<file path="src/rtl/ct_ifu_bht_pkg.sv">
// Shared definitions for the IFU BHT access path.
//  IDX_WIDTH / DATA_WIDTH : default array geometry (entry = taken[31:0] | ntake[31:0])
//  UPD_DEPTH / STARVE_MAX : default update-queue depth and read-starvation limit
//  bht_state_e            : access sequencer FSM encoding
package ct_ifu_bht_pkg;
   localparam int IDX_WIDTH  = 10;
   localparam int DATA_WIDTH = 64;
   localparam int UPD_DEPTH  = 2;
   localparam int STARVE_MAX = 4;

   typedef enum logic [1:0] {
      BHT_IDLE = 2'b00,
      BHT_INV  = 2'b01,
      BHT_DONE = 2'b10
   } bht_state_e;
endpackage

</file>
<file path="src/rtl/ct_ifu_bht_upd_fifo.sv">
// Update queue for resolved-branch BHT writes.
//  clk, rst_b         : clock, async active-low reset
//  push/push_idx/data : enqueue one update (caller guarantees ~full)
//  pop                : dequeue head (ignored when empty)
//  clr                : drop all entries; wins over push and pop
//  full/empty         : registered occupancy flags
//  head_idx/head_data : oldest entry
module ct_ifu_bht_upd_fifo #(
   parameter int DEPTH      = 2,
   parameter int IDX_WIDTH  = 10,
   parameter int DATA_WIDTH = 64
) (
   input  logic                  clk,
   input  logic                  rst_b,
   input  logic                  push,
   input  logic                  pop,
   input  logic                  clr,
   input  logic [IDX_WIDTH-1:0]  push_idx,
   input  logic [DATA_WIDTH-1:0] push_data,
   output logic                  full,
   output logic                  empty,
   output logic [IDX_WIDTH-1:0]  head_idx,
   output logic [DATA_WIDTH-1:0] head_data
);
   localparam int PTR_W = (DEPTH > 1) ? $clog2(DEPTH) : 1;
   localparam int CNT_W = PTR_W + 1;

   logic [IDX_WIDTH-1:0]  idx_mem  [DEPTH];
   logic [DATA_WIDTH-1:0] data_mem [DEPTH];
   logic [PTR_W-1:0]      wr_ptr;
   logic [PTR_W-1:0]      rd_ptr;
   logic [CNT_W-1:0]      cnt;
   logic                  do_push;
   logic                  do_pop;

   assign empty     = (cnt == '0);
   assign full      = (cnt == CNT_W'(DEPTH));
   assign do_push   = push & ~full;
   assign do_pop    = pop & ~empty;
   assign head_idx  = idx_mem[rd_ptr];
   assign head_data = data_mem[rd_ptr];

   always_ff @(posedge clk or negedge rst_b) begin
      if (!rst_b) begin
         wr_ptr <= '0;
         rd_ptr <= '0;
         cnt    <= '0;
      end else if (clr) begin
         wr_ptr <= '0;
         rd_ptr <= '0;
         cnt    <= '0;
      end else begin
         if (do_push) wr_ptr <= wr_ptr + PTR_W'(1);
         if (do_pop)  rd_ptr <= rd_ptr + PTR_W'(1);
         if (do_push && !do_pop)      cnt <= cnt + CNT_W'(1);
         else if (do_pop && !do_push) cnt <= cnt - CNT_W'(1);
      end
   end

   always_ff @(posedge clk or negedge rst_b) begin
      if (!rst_b) begin
         for (int i = 0; i < DEPTH; i++) begin
            idx_mem[i]  <= '0;
            data_mem[i] <= '0;
         end
      end else if (do_push && !clr) begin
         idx_mem[wr_ptr]  <= push_idx;
         data_mem[wr_ptr] <= push_data;
      end
   end
endmodule

</file>
<file path="src/rtl/ct_ifu_bht_acc_ctrl.sv">
// BHT pattern-array access sequencer. Shares the single array port between
// pcgen prediction reads, queued IU updates and the invalidate sweep.
//  forever_cpuclk, cpurst_b           : clock, async active-low reset
//  cp0_ifu_bht_en                     : BHT enable (0 blocks reads, drops updates)
//  ifctrl_bht_inv                     : invalidate request
//  bht_ifctrl_inv_on / inv_done       : sweep active / one-cycle completion pulse
//  pcgen_bht_rd_req / pcindex / rd_gnt: prediction read handshake
//  iu_bht_upd_vld / idx / data / rdy  : update push handshake
//  bht_arr_cen / wen / idx / wdata    : array port (combinational from state)
module ct_ifu_bht_acc_ctrl #(
   parameter int IDX_WIDTH  = ct_ifu_bht_pkg::IDX_WIDTH,
   parameter int DATA_WIDTH = ct_ifu_bht_pkg::DATA_WIDTH,
   parameter int UPD_DEPTH  = ct_ifu_bht_pkg::UPD_DEPTH,
   parameter int STARVE_MAX = ct_ifu_bht_pkg::STARVE_MAX
) (
   input  logic                  forever_cpuclk,
   input  logic                  cpurst_b,
   input  logic                  cp0_ifu_bht_en,
   input  logic                  ifctrl_bht_inv,
   output logic                  bht_ifctrl_inv_on,
   output logic                  bht_ifctrl_inv_done,
   input  logic                  pcgen_bht_rd_req,
   input  logic [IDX_WIDTH-1:0]  pcgen_bht_pcindex,
   output logic                  bht_pcgen_rd_gnt,
   input  logic                  iu_bht_upd_vld,
   input  logic [IDX_WIDTH-1:0]  iu_bht_upd_idx,
   input  logic [DATA_WIDTH-1:0] iu_bht_upd_data,
   output logic                  bht_iu_upd_rdy,
   output logic                  bht_arr_cen,
   output logic                  bht_arr_wen,
   output logic [IDX_WIDTH-1:0]  bht_arr_idx,
   output logic [DATA_WIDTH-1:0] bht_arr_wdata
);
   import ct_ifu_bht_pkg::*;

   localparam int ST_W = $clog2(STARVE_MAX + 1);

   bht_state_e            state;
   bht_state_e            next_state;
   logic [IDX_WIDTH-1:0]  sweep_cnt;
   logic [ST_W-1:0]       starve_cnt;
   logic                  idle;
   logic                  force_wr;
   logic                  rd_win;
   logic                  pop;
   logic                  push;
   logic                  clr;
   logic                  fifo_full;
   logic                  fifo_empty;
   logic [IDX_WIDTH-1:0]  head_idx;
   logic [DATA_WIDTH-1:0] head_data;

   assign idle     = (state == BHT_IDLE);
   assign force_wr = (starve_cnt == ST_W'(STARVE_MAX)) & fifo_full;
   assign rd_win   = idle & pcgen_bht_rd_req & cp0_ifu_bht_en & ~force_wr;
   assign pop      = idle & cp0_ifu_bht_en & ~rd_win & ~fifo_empty;
   // While disabled the queue is held clear, so a push is acknowledged but lost.
   assign push     = iu_bht_upd_vld & bht_iu_upd_rdy & cp0_ifu_bht_en;
   assign clr      = idle & (ifctrl_bht_inv | ~cp0_ifu_bht_en);

   ct_ifu_bht_upd_fifo #(
      .DEPTH      (UPD_DEPTH),
      .IDX_WIDTH  (IDX_WIDTH),
      .DATA_WIDTH (DATA_WIDTH)
   ) u_upd_fifo (
      .clk       (forever_cpuclk),
      .rst_b     (cpurst_b),
      .push      (push),
      .pop       (pop),
      .clr       (clr),
      .push_idx  (iu_bht_upd_idx),
      .push_data (iu_bht_upd_data),
      .full      (fifo_full),
      .empty     (fifo_empty),
      .head_idx  (head_idx),
      .head_data (head_data)
   );

   always_ff @(posedge forever_cpuclk or negedge cpurst_b) begin
      if (!cpurst_b) state <= BHT_IDLE;
      else           state <= next_state;
   end

   always_comb begin
      next_state = state;
      case (state)
         BHT_IDLE: if (ifctrl_bht_inv) next_state = BHT_INV;
         BHT_INV:  if (sweep_cnt == '1) next_state = BHT_DONE;
         BHT_DONE: next_state = BHT_IDLE;
         default:  next_state = BHT_IDLE;
      endcase
   end

   always_comb begin
      bht_ifctrl_inv_on   = (state == BHT_INV);
      bht_ifctrl_inv_done = (state == BHT_DONE);
      bht_pcgen_rd_gnt    = rd_win;
      bht_iu_upd_rdy      = idle & (~fifo_full | ~cp0_ifu_bht_en);
      bht_arr_cen         = 1'b0;
      bht_arr_wen         = 1'b0;
      bht_arr_idx         = '0;
      bht_arr_wdata       = '0;
      if (state == BHT_INV) begin
         bht_arr_cen = 1'b1;
         bht_arr_wen = 1'b1;
         bht_arr_idx = sweep_cnt;
      end else if (rd_win) begin
         bht_arr_cen = 1'b1;
         bht_arr_idx = pcgen_bht_pcindex;
      end else if (pop) begin
         bht_arr_cen   = 1'b1;
         bht_arr_wen   = 1'b1;
         bht_arr_idx   = head_idx;
         bht_arr_wdata = head_data;
      end
   end

   always_ff @(posedge forever_cpuclk or negedge cpurst_b) begin
      if (!cpurst_b)                       sweep_cnt <= '0;
      else if (idle && ifctrl_bht_inv)     sweep_cnt <= '0;
      else if (state == BHT_INV)           sweep_cnt <= sweep_cnt + IDX_WIDTH'(1);
   end

   // Counts reads that beat a full queue; once saturated, the next slot goes to the write.
   always_ff @(posedge forever_cpuclk or negedge cpurst_b) begin
      if (!cpurst_b)
         starve_cnt <= '0;
      else if (!idle || pop || !fifo_full)
         starve_cnt <= '0;
      else if (rd_win && starve_cnt != ST_W'(STARVE_MAX))
         starve_cnt <= starve_cnt + ST_W'(1);
   end
endmodule

</file>
<file path="config.mk">
export PLATFORM = sky130hd
export DESIGN_NAME = ct_ifu_bht_acc_ctrl
export DESIGN_NICKNAME = d
export VERILOG_FILES = /design/src/rtl/ct_ifu_bht_pkg.sv /design/src/rtl/ct_ifu_bht_upd_fifo.sv /design/src/rtl/ct_ifu_bht_acc_ctrl.sv
export SDC_FILE = /design/constraint.sdc
export NUM_CORES = 1
export LEC_CHECK = 0
export BUFFER_PORTS_ARGS = -buffer_cell sky130_fd_sc_hd__buf_4
export CAP_MARGIN = 10
export CORE_UTILIZATION = 25
export DETAILED_ROUTE_END_ITERATION = 7
export HOLD_SLACK_MARGIN = 0.15
export PLACE_DENSITY_LB_ADDON = 0.15
export SETUP_SLACK_MARGIN = 0.02
export SLEW_MARGIN = 20
export SYNTH_ARGS = -nofsm -noshare
export SYNTH_HDL_FRONTEND = slang
export SYNTH_SLANG_ARGS = --single-unit
</file>
<file path="constraint.sdc">
create_clock -name forever_cpuclk -period 2.7 [get_ports forever_cpuclk]
set_input_delay 0.405 -clock forever_cpuclk [delete_from_list [all_inputs] [get_ports forever_cpuclk]]
set_output_delay 0.405 -clock forever_cpuclk [all_outputs]
set_load 0.01 [all_outputs]
</file>
# Word-level counts from Yosys, hierarchy flattened
# Cells that the tools add are included.
[word_totals] reg_bits=167 latch_bits=0 ramBits=0 romBits=0 input_bits=90 out_inout_bits=80 memories=0
[op_classes] add_sub_neg=6 mul=0 div_mod_pow=0 n_lt_le_gt_ge=3 eq_ne=8 n_shift=0 mux=37 n_bitwise=22 n_reduce_logical=21
[ops] operator="$mux 64" n=7
[ops] operator="$bwmux 128" n=1
[ops] operator="$mux 10" n=9
[ops] operator="$demux 64 s1" n=1
[ops] operator="$bwmux 20" n=1
[ops] operator="$and 1x1->1" n=13
[ops] operator="$add 10x1->10 const B" n=1
[ops] operator="$demux 10 s1" n=1
[ops] operator="$eq 10x10->1 const B" n=1
[ops] operator="$mux 2" n=5
[ops] operator="$mux 1" n=9
[ops] operator="$reduce_bool 2->1" n=4
[ops] operator="$logic_and 1x1->1" n=6
[ops] operator="$mux 3" n=2
[ops] operator="$logic_not 1->1" n=5
[ops] operator="$not 1->1" n=5
[ops] operator="$eq 2x2->1 const B" n=2
[ops] operator="$ge 2x2->1 const B" n=2
[ops] operator="$logic_not 2->1" n=2
[ops] operator="$not 1->2" n=2
[ops] operator="$pmux 2 s2" n=1
[ops] operator="$add 3x1->3 const B" n=1
[ops] operator="$eq 3x3->1 const B" n=1
[ops] operator="$ne 3x3->1 const B" n=1
[ops] operator="11 further kinds" n=14

# Depth between registers and ports, before layout
[depth] ltp_word=12 ltp_mapped=7 depth_no_buf=6

# By module
# A second synthesis with hierarchy kept.
[hier_totals] hier_cells=606 area_unflattened_um2=8287.9
[by_module_without_submodules] mod="ct_ifu_bht_upd_fifo" n_inst=1 cells_each=418 area_per_inst_um2=6802.8 seq_area_each_um2=3803.6
[by_module_without_submodules] mod="ct_ifu_bht_acc_ctrl" n_inst=1 cells_each=188 area_per_inst_um2=1485.2 seq_area_each_um2=375.4

# Worst setup path after synthesis
# No wires, ideal clock.
[synth_timing] kind="register -> output" from="register state[0]" to="output port bht_arr_wdata[43]" arrival_time_ps=1589 path_slack_ps=706 path_stages_with_launch=6 path_buffers=2 path_cell_list="dfrtp_1 -> nor3b_1 -> o221ai_2 -> buf_2 -> buf_2 -> nor2_1"
[synth_via] elab_chain_cells=10
[synth_lines] item="from (decl)" line_no="ct_ifu_bht_acc_ctrl.sv:38" source="bht_state_e state;"
[synth_lines] item="from (signal assigned)" line_no="ct_ifu_bht_acc_ctrl.sv:81" source="else state <= next_state;"
[synth_lines] item="$logic_not 2->1" line_no="ct_ifu_bht_acc_ctrl.sv:53" source="assign idle = (state == BHT_IDLE);"
[synth_lines] item="$and 1x1->1 (3 in a row)" line_no="ct_ifu_bht_acc_ctrl.sv:55" source="assign rd_win = idle & pcgen_bht_rd_req & cp0_ifu_bht_en & ~force_wr;"
[synth_lines] item="$not 1->1" line_no="ct_ifu_bht_acc_ctrl.sv:56" source="assign pop = idle & cp0_ifu_bht_en & ~rd_win & ~fifo_empty;"
[synth_lines] item="$and 1x1->1 (2 in a row)" line_no="ct_ifu_bht_acc_ctrl.sv:56"
[synth_lines] item="$mux 64" line_no="ct_ifu_bht_acc_ctrl.sv:110" source="end else if (pop) begin"
[synth_lines] item="$mux 64" line_no="ct_ifu_bht_acc_ctrl.sv:107" source="end else if (rd_win) begin"
[synth_lines] item="$mux 64 (*)" line_no="ct_ifu_bht_acc_ctrl.sv:103" source="if (state == BHT_INV) begin"
[synth_lines] item="to (decl)" line_no="ct_ifu_bht_acc_ctrl.sv:32" source="output logic [DATA_WIDTH-1:0] bht_arr_wdata"
# Mark *: on every way between the ends. The rest lies on a longest branch, timed or not.

# Worst setup path in the final report
[layout_timing] from="register starve_cnt[0]" to="output port bht_arr_idx[1]"
[layout_via] elab_chain_cells=10
[layout_lines] item="from (decl)" line_no="ct_ifu_bht_acc_ctrl.sv:41" source="logic [ST_W-1:0] starve_cnt;"
[layout_lines] item="from (signal assigned)" line_no="ct_ifu_bht_acc_ctrl.sv:131" source="starve_cnt <= starve_cnt + ST_W'(1);"
[layout_lines] item="$eq 3x3->1 (*)" line_no="ct_ifu_bht_acc_ctrl.sv:54" source="assign force_wr = (starve_cnt == ST_W'(STARVE_MAX)) & fifo_full;"
[layout_lines] item="$and 1x1->1 (*)" line_no="ct_ifu_bht_acc_ctrl.sv:54"
[layout_lines] item="$not 1->1 (*)" line_no="ct_ifu_bht_acc_ctrl.sv:55"
[layout_lines] item="$and 1x1->1 (*)" line_no="ct_ifu_bht_acc_ctrl.sv:55"
[layout_lines] item="$not 1->1" line_no="ct_ifu_bht_acc_ctrl.sv:56"
[layout_lines] item="$and 1x1->1 (2 in a row)" line_no="ct_ifu_bht_acc_ctrl.sv:56"
[layout_lines] item="$mux 10" line_no="ct_ifu_bht_acc_ctrl.sv:110"
[layout_lines] item="$mux 10 (*)" line_no="ct_ifu_bht_acc_ctrl.sv:107"
[layout_lines] item="$mux 10 (*)" line_no="ct_ifu_bht_acc_ctrl.sv:103"
[layout_lines] item="to (decl)" line_no="ct_ifu_bht_acc_ctrl.sv:31" source="output logic [IDX_WIDTH-1:0] bht_arr_idx,"
# Marked as above.

==> impl_metrics.csv <==
group,metric,value,unit
outcome,status,"finished, final reports clean",
floorplan,initial_core_util,25.7,%
final_layout,layout.nets,864,
grt,grt_pass1_wl,32.0,mm
grt,grt_max_degree,53,
yosys,syn_nets,696,
pwr,leakage,4.81,nW
grt,grt_util_met3,4.45,%
yosys,synth-seq-cells,167,
placed_design,placed_area,9690,um2
clocking,htreeDepth,4,
sta,max_freq,396,MHz
setup_path,path_class,"flop to primary output",
floorplan,die_h,180,um
clocking,numCtsBuffers,17,
yosys,synthTopCellsByCount,"167 x dfrtp_1, 100 x mux2_2, 79 x mux2i_1",
setup_path,r2r_cells,5,
sta,fin_skew,10.6,ps
clocking,cts_buffer_depth,2,
grt,met2_usage,20.5,%
final_layout,postLayoutCellArea,10300,um2
floorplan,ios,170,
run,drv_cap,0,
setup_path,crit_required,2300,ps
detailed_routing,drtAntennaViolNets,0,
clocking,clock_sink_count,167,
grt,antenna_found_initial,0,
setup_path,r2r-start,"state[0]$_DFFE_PN0P_",
detailed_routing,drt-initial-drc-count,183,
pwr,power,5.12,mW
sta,period_needed,2520,ps
pwr,power_density,497,nW/um2
detailed_routing,drt-pass1-iter-count,4,
yosys,netlist_instances,603,
yosys,synth_area_per_cell,13.2,um2
final_layout,drive_gt1_share,46.4,%
sta,slew_headroom,61.1,%
floorplan,die_w,180,um
yosys,yosys.area.top_type,"dfrtp_1",
detailed_routing,wl,19.8,mm
hold_path,min_path_cells,2,
sta,finalHoldViolCount,0,
yosys,synth_top_flop_cell,"dfrtp_1",
placed_design,post-place-cells,1146,
floorplan,rows,64,
grt,grt_usage,12.6,%
placed_design,gp_congestion,0.705,
sta,drv_slew,0,
grt,grt-busiest-layer,"met2",
clocking,root_buffer,"clkbuf_16",
floorplan,die_area,32400,um2
setup_path,crit_path_end_kind,"primary output",
yosys,yosys-top-cells-area,"dfrtp_1 53%, mux2_2 14%, mux2i_1 10%",
sta,setup-tns-final,0,ps
detailed_routing,wl_per_cell,16.7,um
yosys,async_flop_share,100,%
sta,final.period_utilization,93.4,%
yosys,synth_cell_types,41,
detailed_routing,vias_per_cell,4.44,
hold_path,hold_class,"primary input to flop",
setup_path,cp-startpoint,"starve_cnt[0]$_DFFE_PN0P_",
detailed_routing,via_count,5239,
yosys,synth_area,7930,um2
detailed_routing,drc,0,
yosys,synth-edff-count,0,
sta,rsz0062_at_grt,"yes",
yosys,yosys.area.top_type_share,52.7,%
setup_path,cp.arrival,2120,ps
yosys,ys_warn_count,0,
pwr,vdd_drop_max,0.397,mV
final_layout,diodes,0,
clocking,cts.clk_slew.worst_paths,70,ps
sta,tightest_slew,583,ps
grt,use_met1,15.9,%
clocking,clkLatencyLatePin,430,ps
final_layout,final_cells,1180,
clocking,tritoncts,"built",
grt,overflow,0,
hold_path,hp-start,"iu_bht_upd_data[32]",
sta,setup_viol,0,
setup_path,crit_fanout,33,
yosys,ys_seq_area_share,52.7,%
grt,grt_pass1_vias,5638,
placed_design,hpwl,12.9,mm
setup_path,critPathLaunchType,"flop",
floorplan,coreArea,30900,um2
yosys,synth_most_common_cell,"dfrtp_1",
final_layout,syn2layout_area_growth,29.9,%
placed_design,port_buffers,169,
==> cells by family (layout without fill, tap and decap cells) <==
kind of cell    count (synthesis)  after routing  synth area share (%)
mux                           228            228                  32.8
xor+xnor                        4              4                 0.442
compound gates                 39             39                  3.12
buf+inv                        44            225                  3.71
simple gates                  118            118                  6.74
fa+ha+maj                       3              3                 0.473
flops                         167            167                  52.7
==> worst paths after layout <==
path	endpoint	slack [ps]
setup / recovery	bht_arr_idx[1]	180
hold / removal	u_upd_fifo.data_mem[96]$_DFFE_PN0P_	200
setup reg to reg	u_upd_fifo.data_mem[97]$_DFFE_PN0P_	580
hold reg to reg	u_upd_fifo.data_mem[94]$_DFFE_PN0P_	490
max in group asynchronous	starve_cnt[0]$_DFFE_PN0P_	1410
min in group asynchronous	u_upd_fifo.data_mem[81]$_DFFE_PN0P_	510
==> area by class of cell <==
cell class                      count  area (um2)
Fill cell                        3118       20600
Sequential cell                   167        4180
Multi-Input combinational cell    392        3470
Timing Repair Buffer              187        1550
Tap cell                          396         495
Clock buffer                       18         439
Clock inverter                     14         141
Inverter                            6        22.5
==> critical path: stages, from the launching register on <==
cell      delay [ps]
dfrtp_1          380
inv_1             90
ha_1             170
and3b_1          210
o221ai_4         130
buf_12           160
buf_12           160
o21ai_0          210
buf_4            170
==> stage by stage <==
stage	worst slack [ps]	hold slack [ps]	util [%]
floorplan	706	109	-
detailed placement	573	418	31.3
finish	178	202	33.3
CTS	102	175	33.3
global route	8.98	183	33.3
global placement	596	424	31.3
==> state kept, by name (all words and copies together) (netlist names) <==
| signal | flops |
|---|---|
| u_upd_fifo.data_mem | 128 |
| u_upd_fifo.idx_mem | 20 |
| sweep_cnt | 10 |
| starve_cnt | 3 |
| state | 2 |
| u_upd_fifo.cnt | 2 |
| u_upd_fifo.rd_ptr | 1 |
| u_upd_fifo.wr_ptr | 1 |
==> timing repair <==
| item | CTS | global route |
|---|---|---|
| endpoints found under the hold margin | 49 | 0 |
| setup endpoints to repair | 0 | 13 |
| resized for setup | 0 | 3 |
| hold buffers | 1 | 0 |
| setup buffers | 0 | 1 |
==> layer usage <==
metal,vias up,wire (um)
met1,2642,9140
met5,-,0
met4,0,196
met3,11,1230
li1,2468,-
met2,118,9200
==> power by group <==
| part | internal (mW) | switching [mW] |
|---|---|---|
| combinational | 0.0925 | 0.0867 |
| clock | 1.32 | 1.12 |
| sequential | 2.50 | 0 |
| total | 3.91 | 1.20 |
==> placed cells by master (no fill, tap or decap), drive strengths merged, types with 9 or more instances in the layout <==
cell | Yosys | layout
inv | 6 | 11
dfrtp | 167 | 167
a22oi | 9 | 9
o21ai | 16 | 16
mux2i | 79 | 79
nand2 | 16 | 16
buf | 27 | 186
clkbuf | 11 | 18
nor2 | 73 | 73
mux2 | 149 | 149
Power figures use the tool's default switching activity.
